$ cat src/rtl/cpu_pkg.sv
// cpu_pkg: shared definitions for the 8-bit RISC CPU control path.
// Holds the opcode map, the IR fetch-select codes (also used by the IR),
// the controller state enum and the packed strobe bundle the controller
// registers.
package cpu_pkg;

  // Opcode map
  localparam logic [3:0] OP_NOP = 4'b0000;
  localparam logic [3:0] OP_LDO = 4'b0001;
  localparam logic [3:0] OP_LDA = 4'b0010;
  localparam logic [3:0] OP_STO = 4'b0011;
  localparam logic [3:0] OP_PRE = 4'b0100;
  localparam logic [3:0] OP_ADD = 4'b0101;
  localparam logic [3:0] OP_JMP = 4'b0110;
  localparam logic [3:0] OP_JZ  = 4'b0111;
  localparam logic [3:0] OP_HLT = 4'b1111;

  // IR load select codes
  localparam logic [1:0] FETCH_HOLD = 2'b00;
  localparam logic [1:0] FETCH_B1   = 2'b01;
  localparam logic [1:0] FETCH_B2   = 2'b10;

  typedef enum logic [2:0] {
    ST_IDLE   = 3'd0,
    ST_FETCH1 = 3'd1,
    ST_DECODE = 3'd2,
    ST_FETCH2 = 3'd3,
    ST_EXEC   = 3'd4,
    ST_WB     = 3'd5,
    ST_HALT   = 3'd6
  } state_t;

  // Registered strobe bundle. JZ is carried as an "armed" bit so that the
  // zero flag can still gate pc_load combinationally during EXEC.
  typedef struct packed {
    logic [1:0] fetch;
    logic       pc_inc;
    logic       jmp_ld;
    logic       jz_arm;
    logic       addr_sel;
    logic       rom_rd;
    logic       ram_rd;
    logic       ram_wr;
    logic       reg_rd;
    logic       reg_wr;
    logic       acc_ld;
    logic       alu_add;
    logic       halted;
  } ctrl_t;

  localparam ctrl_t CTRL_OFF = 14'd0;

  // Strobes for an instruction-byte fetch: ROM at PC onto the bus, IR byte
  // selected by sel, PC advanced.
  function automatic ctrl_t fetch_ctrl(input logic [1:0] sel);
    ctrl_t c;
    c          = CTRL_OFF;
    c.fetch    = sel;
    c.rom_rd   = 1'b1;
    c.pc_inc   = 1'b1;
    c.addr_sel = 1'b0;
    return c;
  endfunction

endpackage

$ cat src/rtl/op_decode.sv
// op_decode: combinational opcode classifier.
// Ports:
//   ins        in  OPW  opcode from the IR
//   two_byte   out 1    instruction carries a second byte (ad2)
//   mem_rd_rom out 1    LDO: ROM[ad2] -> reg
//   mem_rd_ram out 1    LDA: RAM[ad2] -> reg
//   mem_wr     out 1    STO: reg -> RAM[ad2]
//   acc_op     out 1    PRE/ADD: reg -> accumulator
//   alu_add    out 1    ADD: ALU adds instead of passing through
//   branch     out 1    JMP/JZ
//   cond       out 1    JZ: branch gated by zero flag
//   halt       out 1    HLT
module op_decode
  import cpu_pkg::*;
#(
  parameter int OPW = 4
) (
  input  logic [OPW-1:0] ins,
  output logic           two_byte,
  output logic           mem_rd_rom,
  output logic           mem_rd_ram,
  output logic           mem_wr,
  output logic           acc_op,
  output logic           alu_add,
  output logic           branch,
  output logic           cond,
  output logic           halt
);

  // Opcode to class bits; unlisted opcodes fall through as NOP.
  always_comb begin
    two_byte   = 1'b0;
    mem_rd_rom = 1'b0;
    mem_rd_ram = 1'b0;
    mem_wr     = 1'b0;
    acc_op     = 1'b0;
    alu_add    = 1'b0;
    branch     = 1'b0;
    cond       = 1'b0;
    halt       = 1'b0;
    case (ins)
      OPW'(OP_LDO): begin two_byte = 1'b1; mem_rd_rom = 1'b1; end
      OPW'(OP_LDA): begin two_byte = 1'b1; mem_rd_ram = 1'b1; end
      OPW'(OP_STO): begin two_byte = 1'b1; mem_wr     = 1'b1; end
      OPW'(OP_PRE): begin acc_op = 1'b1; end
      OPW'(OP_ADD): begin acc_op = 1'b1; alu_add = 1'b1; end
      OPW'(OP_JMP): begin two_byte = 1'b1; branch = 1'b1; end
      OPW'(OP_JZ):  begin two_byte = 1'b1; branch = 1'b1; cond = 1'b1; end
      OPW'(OP_HLT): begin halt = 1'b1; end
      default:      begin end
    endcase
  end

endmodule

$ cat src/rtl/cpu_ctrl.sv
// cpu_ctrl: main control FSM of the 8-bit RISC CPU.
// Sequences fetch (1 or 2 bytes), execute and write-back, and drives every
// datapath strobe. Strobes are registered from the next state, so they line
// up with the state they belong to and clear asynchronously on reset.
// Ports:
//   clk, rst (async, active-low), run (start, IDLE only), ins (opcode),
//   zero (ALU zero flag, used by JZ in EXEC)
//   fetch[1:0], pc_inc, pc_load, addr_sel, rom_rd, ram_rd, ram_wr,
//   reg_rd, reg_wr, acc_ld, alu_add, halted
module cpu_ctrl
  import cpu_pkg::*;
#(
  parameter int OPW = 4
) (
  input  logic           clk,
  input  logic           rst,
  input  logic           run,
  input  logic [OPW-1:0] ins,
  input  logic           zero,
  output logic [1:0]     fetch,
  output logic           pc_inc,
  output logic           pc_load,
  output logic           addr_sel,
  output logic           rom_rd,
  output logic           ram_rd,
  output logic           ram_wr,
  output logic           reg_rd,
  output logic           reg_wr,
  output logic           acc_ld,
  output logic           alu_add,
  output logic           halted
);

  logic   two_byte_s, rom_s, ram_s, wr_s, acc_s, add_s, br_s, cond_s, halt_s;
  logic   has_wb_s;
  logic   in_wb_s;
  state_t state_r, nxt_state_s;
  ctrl_t  ctrl_r, nxt_ctrl_s;

  op_decode #(.OPW(OPW)) u_dec (
    .ins        (ins),
    .two_byte   (two_byte_s),
    .mem_rd_rom (rom_s),
    .mem_rd_ram (ram_s),
    .mem_wr     (wr_s),
    .acc_op     (acc_s),
    .alu_add    (add_s),
    .branch     (br_s),
    .cond       (cond_s),
    .halt       (halt_s)
  );

  assign has_wb_s = rom_s | ram_s | wr_s | acc_s;

  // Next-state logic.
  always_comb begin
    nxt_state_s = ST_IDLE;
    case (state_r)
      ST_IDLE:   nxt_state_s = run ? ST_FETCH1 : ST_IDLE;
      ST_FETCH1: nxt_state_s = ST_DECODE;
      ST_DECODE: nxt_state_s = two_byte_s ? ST_FETCH2 : ST_EXEC;
      ST_FETCH2: nxt_state_s = ST_EXEC;
      ST_EXEC:   nxt_state_s = has_wb_s ? ST_WB : (halt_s ? ST_HALT : ST_FETCH1);
      ST_WB:     nxt_state_s = ST_FETCH1;
      ST_HALT:   nxt_state_s = ST_HALT;
      default:   nxt_state_s = ST_IDLE;
    endcase
  end

  // Strobe decode for the state about to be entered. The opcode is already
  // valid whenever EXEC/WB is next, since byte 1 is loaded leaving FETCH1.
  // Write strobes are held to WB so the bus has settled for one cycle.
  always_comb begin
    nxt_ctrl_s = CTRL_OFF;
    in_wb_s    = (nxt_state_s == ST_WB);
    case (nxt_state_s)
      ST_FETCH1: nxt_ctrl_s = fetch_ctrl(FETCH_B1);
      ST_FETCH2: nxt_ctrl_s = fetch_ctrl(FETCH_B2);
      ST_EXEC, ST_WB: begin
        nxt_ctrl_s.addr_sel = rom_s | ram_s | wr_s;
        nxt_ctrl_s.rom_rd   = rom_s;
        nxt_ctrl_s.ram_rd   = ram_s;
        nxt_ctrl_s.reg_rd   = wr_s | acc_s;
        nxt_ctrl_s.alu_add  = add_s;
        nxt_ctrl_s.reg_wr   = in_wb_s & (rom_s | ram_s);
        nxt_ctrl_s.ram_wr   = in_wb_s & wr_s;
        nxt_ctrl_s.acc_ld   = in_wb_s & acc_s;
        nxt_ctrl_s.jmp_ld   = ~in_wb_s & br_s & ~cond_s;
        nxt_ctrl_s.jz_arm   = ~in_wb_s & br_s & cond_s;
      end
      ST_HALT:   nxt_ctrl_s.halted = 1'b1;
      default:   nxt_ctrl_s = CTRL_OFF;
    endcase
  end

  // State and registered strobes; reset abandons any instruction in flight.
  always_ff @(posedge clk or negedge rst) begin
    if (!rst) begin
      state_r <= ST_IDLE;
      ctrl_r  <= CTRL_OFF;
    end else begin
      state_r <= nxt_state_s;
      ctrl_r  <= nxt_ctrl_s;
    end
  end

  assign fetch    = ctrl_r.fetch;
  assign pc_inc   = ctrl_r.pc_inc;
  // JZ looks at the live zero flag while in EXEC.
  assign pc_load  = ctrl_r.jmp_ld | (ctrl_r.jz_arm & zero);
  assign addr_sel = ctrl_r.addr_sel;
  assign rom_rd   = ctrl_r.rom_rd;
  assign ram_rd   = ctrl_r.ram_rd;
  assign ram_wr   = ctrl_r.ram_wr;
  assign reg_rd   = ctrl_r.reg_rd;
  assign reg_wr   = ctrl_r.reg_wr;
  assign acc_ld   = ctrl_r.acc_ld;
  assign alu_add  = ctrl_r.alu_add;
  assign halted   = ctrl_r.halted;

endmodule

$ cat config.mk
export PLATFORM = sky130hd
export DESIGN_NAME = cpu_ctrl
export DESIGN_NICKNAME = d
export VERILOG_FILES = /design/src/rtl/cpu_pkg.sv /design/src/rtl/op_decode.sv /design/src/rtl/cpu_ctrl.sv
export SDC_FILE = /design/constraint.sdc
export NUM_CORES = 1
export LEC_CHECK = 0
export BUFFER_PORTS_ARGS = -buffer_cell sky130_fd_sc_hd__buf_2
export CAP_MARGIN = 20
export CORE_ASPECT_RATIO = 1.4
export CORE_MARGIN = 2
export CORE_UTILIZATION = 25
export CTS_BUF_LIST = sky130_fd_sc_hd__clkbuf_8 sky130_fd_sc_hd__clkbuf_16
export DETAILED_ROUTE_END_ITERATION = 10
export PLACE_DENSITY_LB_ADDON = 0.15
export SLEW_MARGIN = 20
export SYNTH_ARGS = -nofsm -noshare
export SYNTH_HDL_FRONTEND = slang
export SYNTH_SLANG_ARGS = --single-unit
$ cat constraint.sdc
create_clock -name clk -period 1.8 [get_ports clk]
set_clock_uncertainty 0.2 [all_clocks]
set_input_delay 0.18 -clock clk [delete_from_list [all_inputs] [get_ports clk]]
set_output_delay 0.18 -clock clk [all_outputs]
set_load 0.005 [all_outputs]
* Yosys cells after proc, flatten, opt, wreduce, memory -nomap -nowiden
Cells that the tools add are included.
** Cells by class
- Mux-type cells :: 17
- Bitwise logic cells :: 14
- Eq/ne operators :: 19
- Reductions and logical operators :: 6
** Operator list (number)
- $pmux W3 S7 :: 1
- $pmux W10 S2 :: 1
- $eq A3 B3 Y1 const B :: 6
- $eq A4 B3 Y1 const B :: 4
- $mux W1 :: 11
- $eq A3 B2 Y1 const B :: 3
- $mux W3 :: 3
- $eq A4 B2 Y1 const B :: 2
- $reduce_or A2 Y1 :: 4
- $and A1 B1 Y1 :: 7
- $eq A3 B1 Y1 const B :: 2
- $pmux W3 S2 :: 1
- $or A1 B1 Y1 :: 5
- $reduce_or A5 Y1 :: 1
- $eq A4 B1 Y1 const B :: 1
- $eq A4 B4 Y1 const B :: 1
- $logic_not A3 Y1 :: 1
- $not A1 Y1 :: 2
** Storage, ports and cells
- Output and inout bits :: 13
- Bits in registers :: 17
- Word-level logic and storage cells :: 70

* Logic depth before layout (Yosys ltp)
- Word-level depth :: 12
- Mapped depth :: 6
- Mapped depth without buffers :: 4

* By module
A second synthesis with hierarchy kept.
** Unflattened totals
- Cells, all modules :: 80
- Area total of the unflattened synthesis :: 830.8 um2
** Modules (own cells, without submodules)
- cpu_ctrl :: cells each 65, area an instance 754.5 um2, times used 1
- op_decode :: cells each 15, area an instance 76.3 um2, times used 1

* Worst setup path after synthesis
Ideal clock, no wire load.
- Kind :: flip-flop to flip-flop
- From :: reg state_r[1]
- To :: reg ctrl_r (netlist bit fetch[0])
- Buffers on the path :: 1
- Cell stages (with the launch flop) :: 6
- Setup slack :: 327 ps
- Arrival :: 1193 ps
- Path through :: dfrtp_1 > clkbuf_1 > nor2b_1 > a221oi_2 > nand2_1 > nor3_2
** RTL lines
- start, declared :: line cpu_ctrl.sv:37 : state_t state_r, nxt_state_s;
- start signal, assigned :: line cpu_ctrl.sv:102 : state_r <= nxt_state_s;
- end signal, assigned :: line cpu_ctrl.sv:103 : ctrl_r <= nxt_ctrl_s;
- end, declared :: line cpu_ctrl.sv:38 : ctrl_t ctrl_r, nxt_ctrl_s;

==> flow_summary_export.csv <==
group,metric,value,unit
sta,worst_slew_pin_slew,363,ps
setup_path,cp.required,1770,ps
logic_synthesis,yosys.area.top_type,"dfrtp_1",
sta,setup-tns-final,0,ps
clock_network,clk_path_buf_depth,2,
placed_design,gp_congestion,0.775,
power_and_ir_drop,combPwrFrac,0.333,
logic_synthesis,synth_warnings,0,
grt,antenna_found_initial,0,
finish,stdcell_area,976,sq um
finish,top_register,"state_r",
run_status,status,"finished clean",
routing,first_pass_iters,4,
sta,max_freq,0.629,GHz
setup_path,crit_path_start_kind,"register",
finish,nNetsFinal,107,
routing,vias,627,
grt,grt_pass1_vias,604,
finish,drive_gt1_frac,0.276,
setup_path,crit_chain,"nor2b_1, a221oi_2, nand2_1, nor3_2",
sta,min_period,1590,ps
finish,syn2layout_area_growth,18.4,%
power_and_ir_drop,switching_share,0.350,
placed_design,port_buffers,20,
clock_network,htree_levels,1,
finish,layout_commonest_cell,"buf_2",
floorplanning,rows,24,
clock_network,cts_inserted_buffers,3,
power_and_ir_drop,p_sw,419,uW
clock_network,clock_sinks,17,
clock_network,cts_tree,"built",
setup_path,critPathMaxFanout,8,
placed_design,dpl_cell_area,921,sq um
power_and_ir_drop,power.leakage,0.000491,uW
finish,largest_register_ffs,3,
power_and_ir_drop,power.total,1200,uW
setup_path,cp_slowest_stage_delay,460,ps
sta,setup-violations-final,0,
finish,mostFrequentLayoutCells,"buf_2, dfrtp_1, nor2_1",
sta,finalHoldViolCount,0,
setup_path,critPathCaptureType,"register",
floorplanning,die_y,72.0,um
logic_synthesis,syn-cell-area,825,sq um
sta,grt_setup_unrepaired,"false",
logic_synthesis,yosysTopAreaCellShare,0.516,
power_and_ir_drop,vdd_drop_max,407,uV
clock_network,cts-root-buf,"clkbuf_8",
routing,ant_nets,0,
logic_synthesis,syn_avg_cell_area,10.2,sq um
logic_synthesis,syn-instance-count,81,
sta,fin_crit_sh,0.883,
sta,maxSlewViolCount,0,
floorplanning,start_util,0.264,
clock_network,path_clk_slew,60,ps
grt,grt_max_degree,18,
power_and_ir_drop,pwr-share-clk,0.222,
sta,relSlewSlack,0.758,
setup_path,cp_slowest_cell,"dfrtp_1",
setup_path,crit_type,"reg -> reg",
logic_synthesis,yosysSeqAreaShare,0.516,
grt,track_usage,0.104,
placed_design,dp_hpwl,1.24,mm
logic_synthesis,synth.distinct_cells,30,
power_and_ir_drop,p_seq_frac,0.444,
placed_design,preCtsSetupSlack,148,ps
setup_path,worstPathArrival,1560,ps
finish,fillers,350,
floorplanning,dieArea,3780,sq um
routing,drcViolationCount,0,
floorplanning,core-area,3120,sq um
grt,grt_pass1_wl,2.79,mm
job,drv_cap,0,
grt,grt-ovfl-total,0,
floorplanning,pin_count,21,
routing,drtIter0Drc,13,
sta,setup_slack,210,ps
routing,avgRoutedWirePerCell,11.8,um
power_and_ir_drop,p_per_area,1230,nW/um^2
logic_synthesis,synth_nets,89,
clock_network,cts.repair.resized,0,
finish,diodes,0,
routing,wl,1.62,mm
logic_synthesis,synthTopCellsByArea,"dfrtp_1, nor2_1, nor3_1",
floorplanning,die-width,52.5,um
logic_synthesis,ys_ff_latch,17,
routing,avgViaCountPerCell,4.58,
clock_network,clk_latency,250,ps
power_and_ir_drop,p_int,780,uW
hold_path,hp-class,"in -> reg",
cells by family (layout without fill, tap and decap cells):
group                  Yosys count  in the layout  share of synthesized area
flip-flops                      17             17                      0.516
XOR/XNOR                         1              1                     0.0106
multiplexers                     2              2                     0.0258
buffers and inverters           13             30                     0.0865
AO/OA/AOI/OAI                   14             14                      0.138
AND/OR/NAND/NOR                 34             34                      0.223
area by class of cell:
cell class / count / area, sq um / share of cell area
repair buffers: 21 / 110 / 0.113
clock buffers: 3 / 41.3 / 0.0423
inverters: 5 / 18.8 / 0.0192
clock inverters: 1 / 3.75 / 0.00385
flip-flops and latches: 17 / 425 / 0.436
multi-input cells: 51 / 328 / 0.336
well taps: 39 / 48.8 / 0.0500
layer usage:
layer | global-route usage | wire length (um) | vias up
li1 | - | - | 316
met2 | 0.149 | 787 | 17
met1 | 0.135 | 698 | 289
met3 | 0.0123 | 59 | 5
met4 | 0.0940 | 74 | 0
met5 | 0 | 0 | -
power groups by stage:
| stage | logic (uW) | registers, uW | clock network [uW] |
|---|---|---|---|
| final | 400 | 533 | 266 |
| after global routing | 458 | 543 | 299 |
| after CTS | 406 | 531 | 283 |
| after global placement | 401 | 535 | 0 |
| after detailed placement | 401 | 538 | 0 |
| after floorplan | 368 | 498 | 0 |
per-stage QoR:
step           hold WS, ps   util  cells
3_5_place_dp         -78.4  0.295    132
3_3_place_gp         -76.5  0.295    132
2_1_floorplan         -316      -     81
6_report              30.0  0.313    137
4_1_cts               21.5  0.313    137
5_1_grt               47.7  0.313    137
Yosys cell counts (all sizes together):
cell type / count
nand2: 4
o2111ai: 2
nor2: 8
o21ai: 1
a21o: 1
a221oi: 1
clkbuf: 1
nor4: 3
xnor2: 1
and3: 1
inv: 5
mux2i: 1
nor3: 6
or3b: 1
o211a: 1
nand4: 1
a32oi: 1
and4: 1
nand2b: 3
a21oi: 4
mux2: 1
o211ai: 3
nor3b: 1
nand3: 2
buf: 7
dfrtp: 17
nor2b: 3
timing repair:
action | in CTS | in global routing
hold buffers | 1 | 0
hold endpoints to repair | 17 | 0
setup buffers | 0 | 0
worst max-delay path: cells and delay by family, from the launching register on:
kind | cells | cell delay (ps)
AND/OR/NAND/NOR | 3 | 520
AO/OA/AOI/OAI | 1 | 330
flip-flops | 1 | 460
path summary, 6_finish.rpt:
check	from	to	slack, ps	cells after the start
min reg2reg	state_r[1]	acc_ld	410	1
min	ins[3]	addr_sel	30	2
max in group asynchronous	rst	alu_add	960	2
min in group asynchronous	rst	acc_ld	170	2
max	state_r[1]	fetch[0]	210	4
max reg2reg	state_r[1]	fetch[0]	210	4
Note: power is estimated with default switching activity, not from simulation.
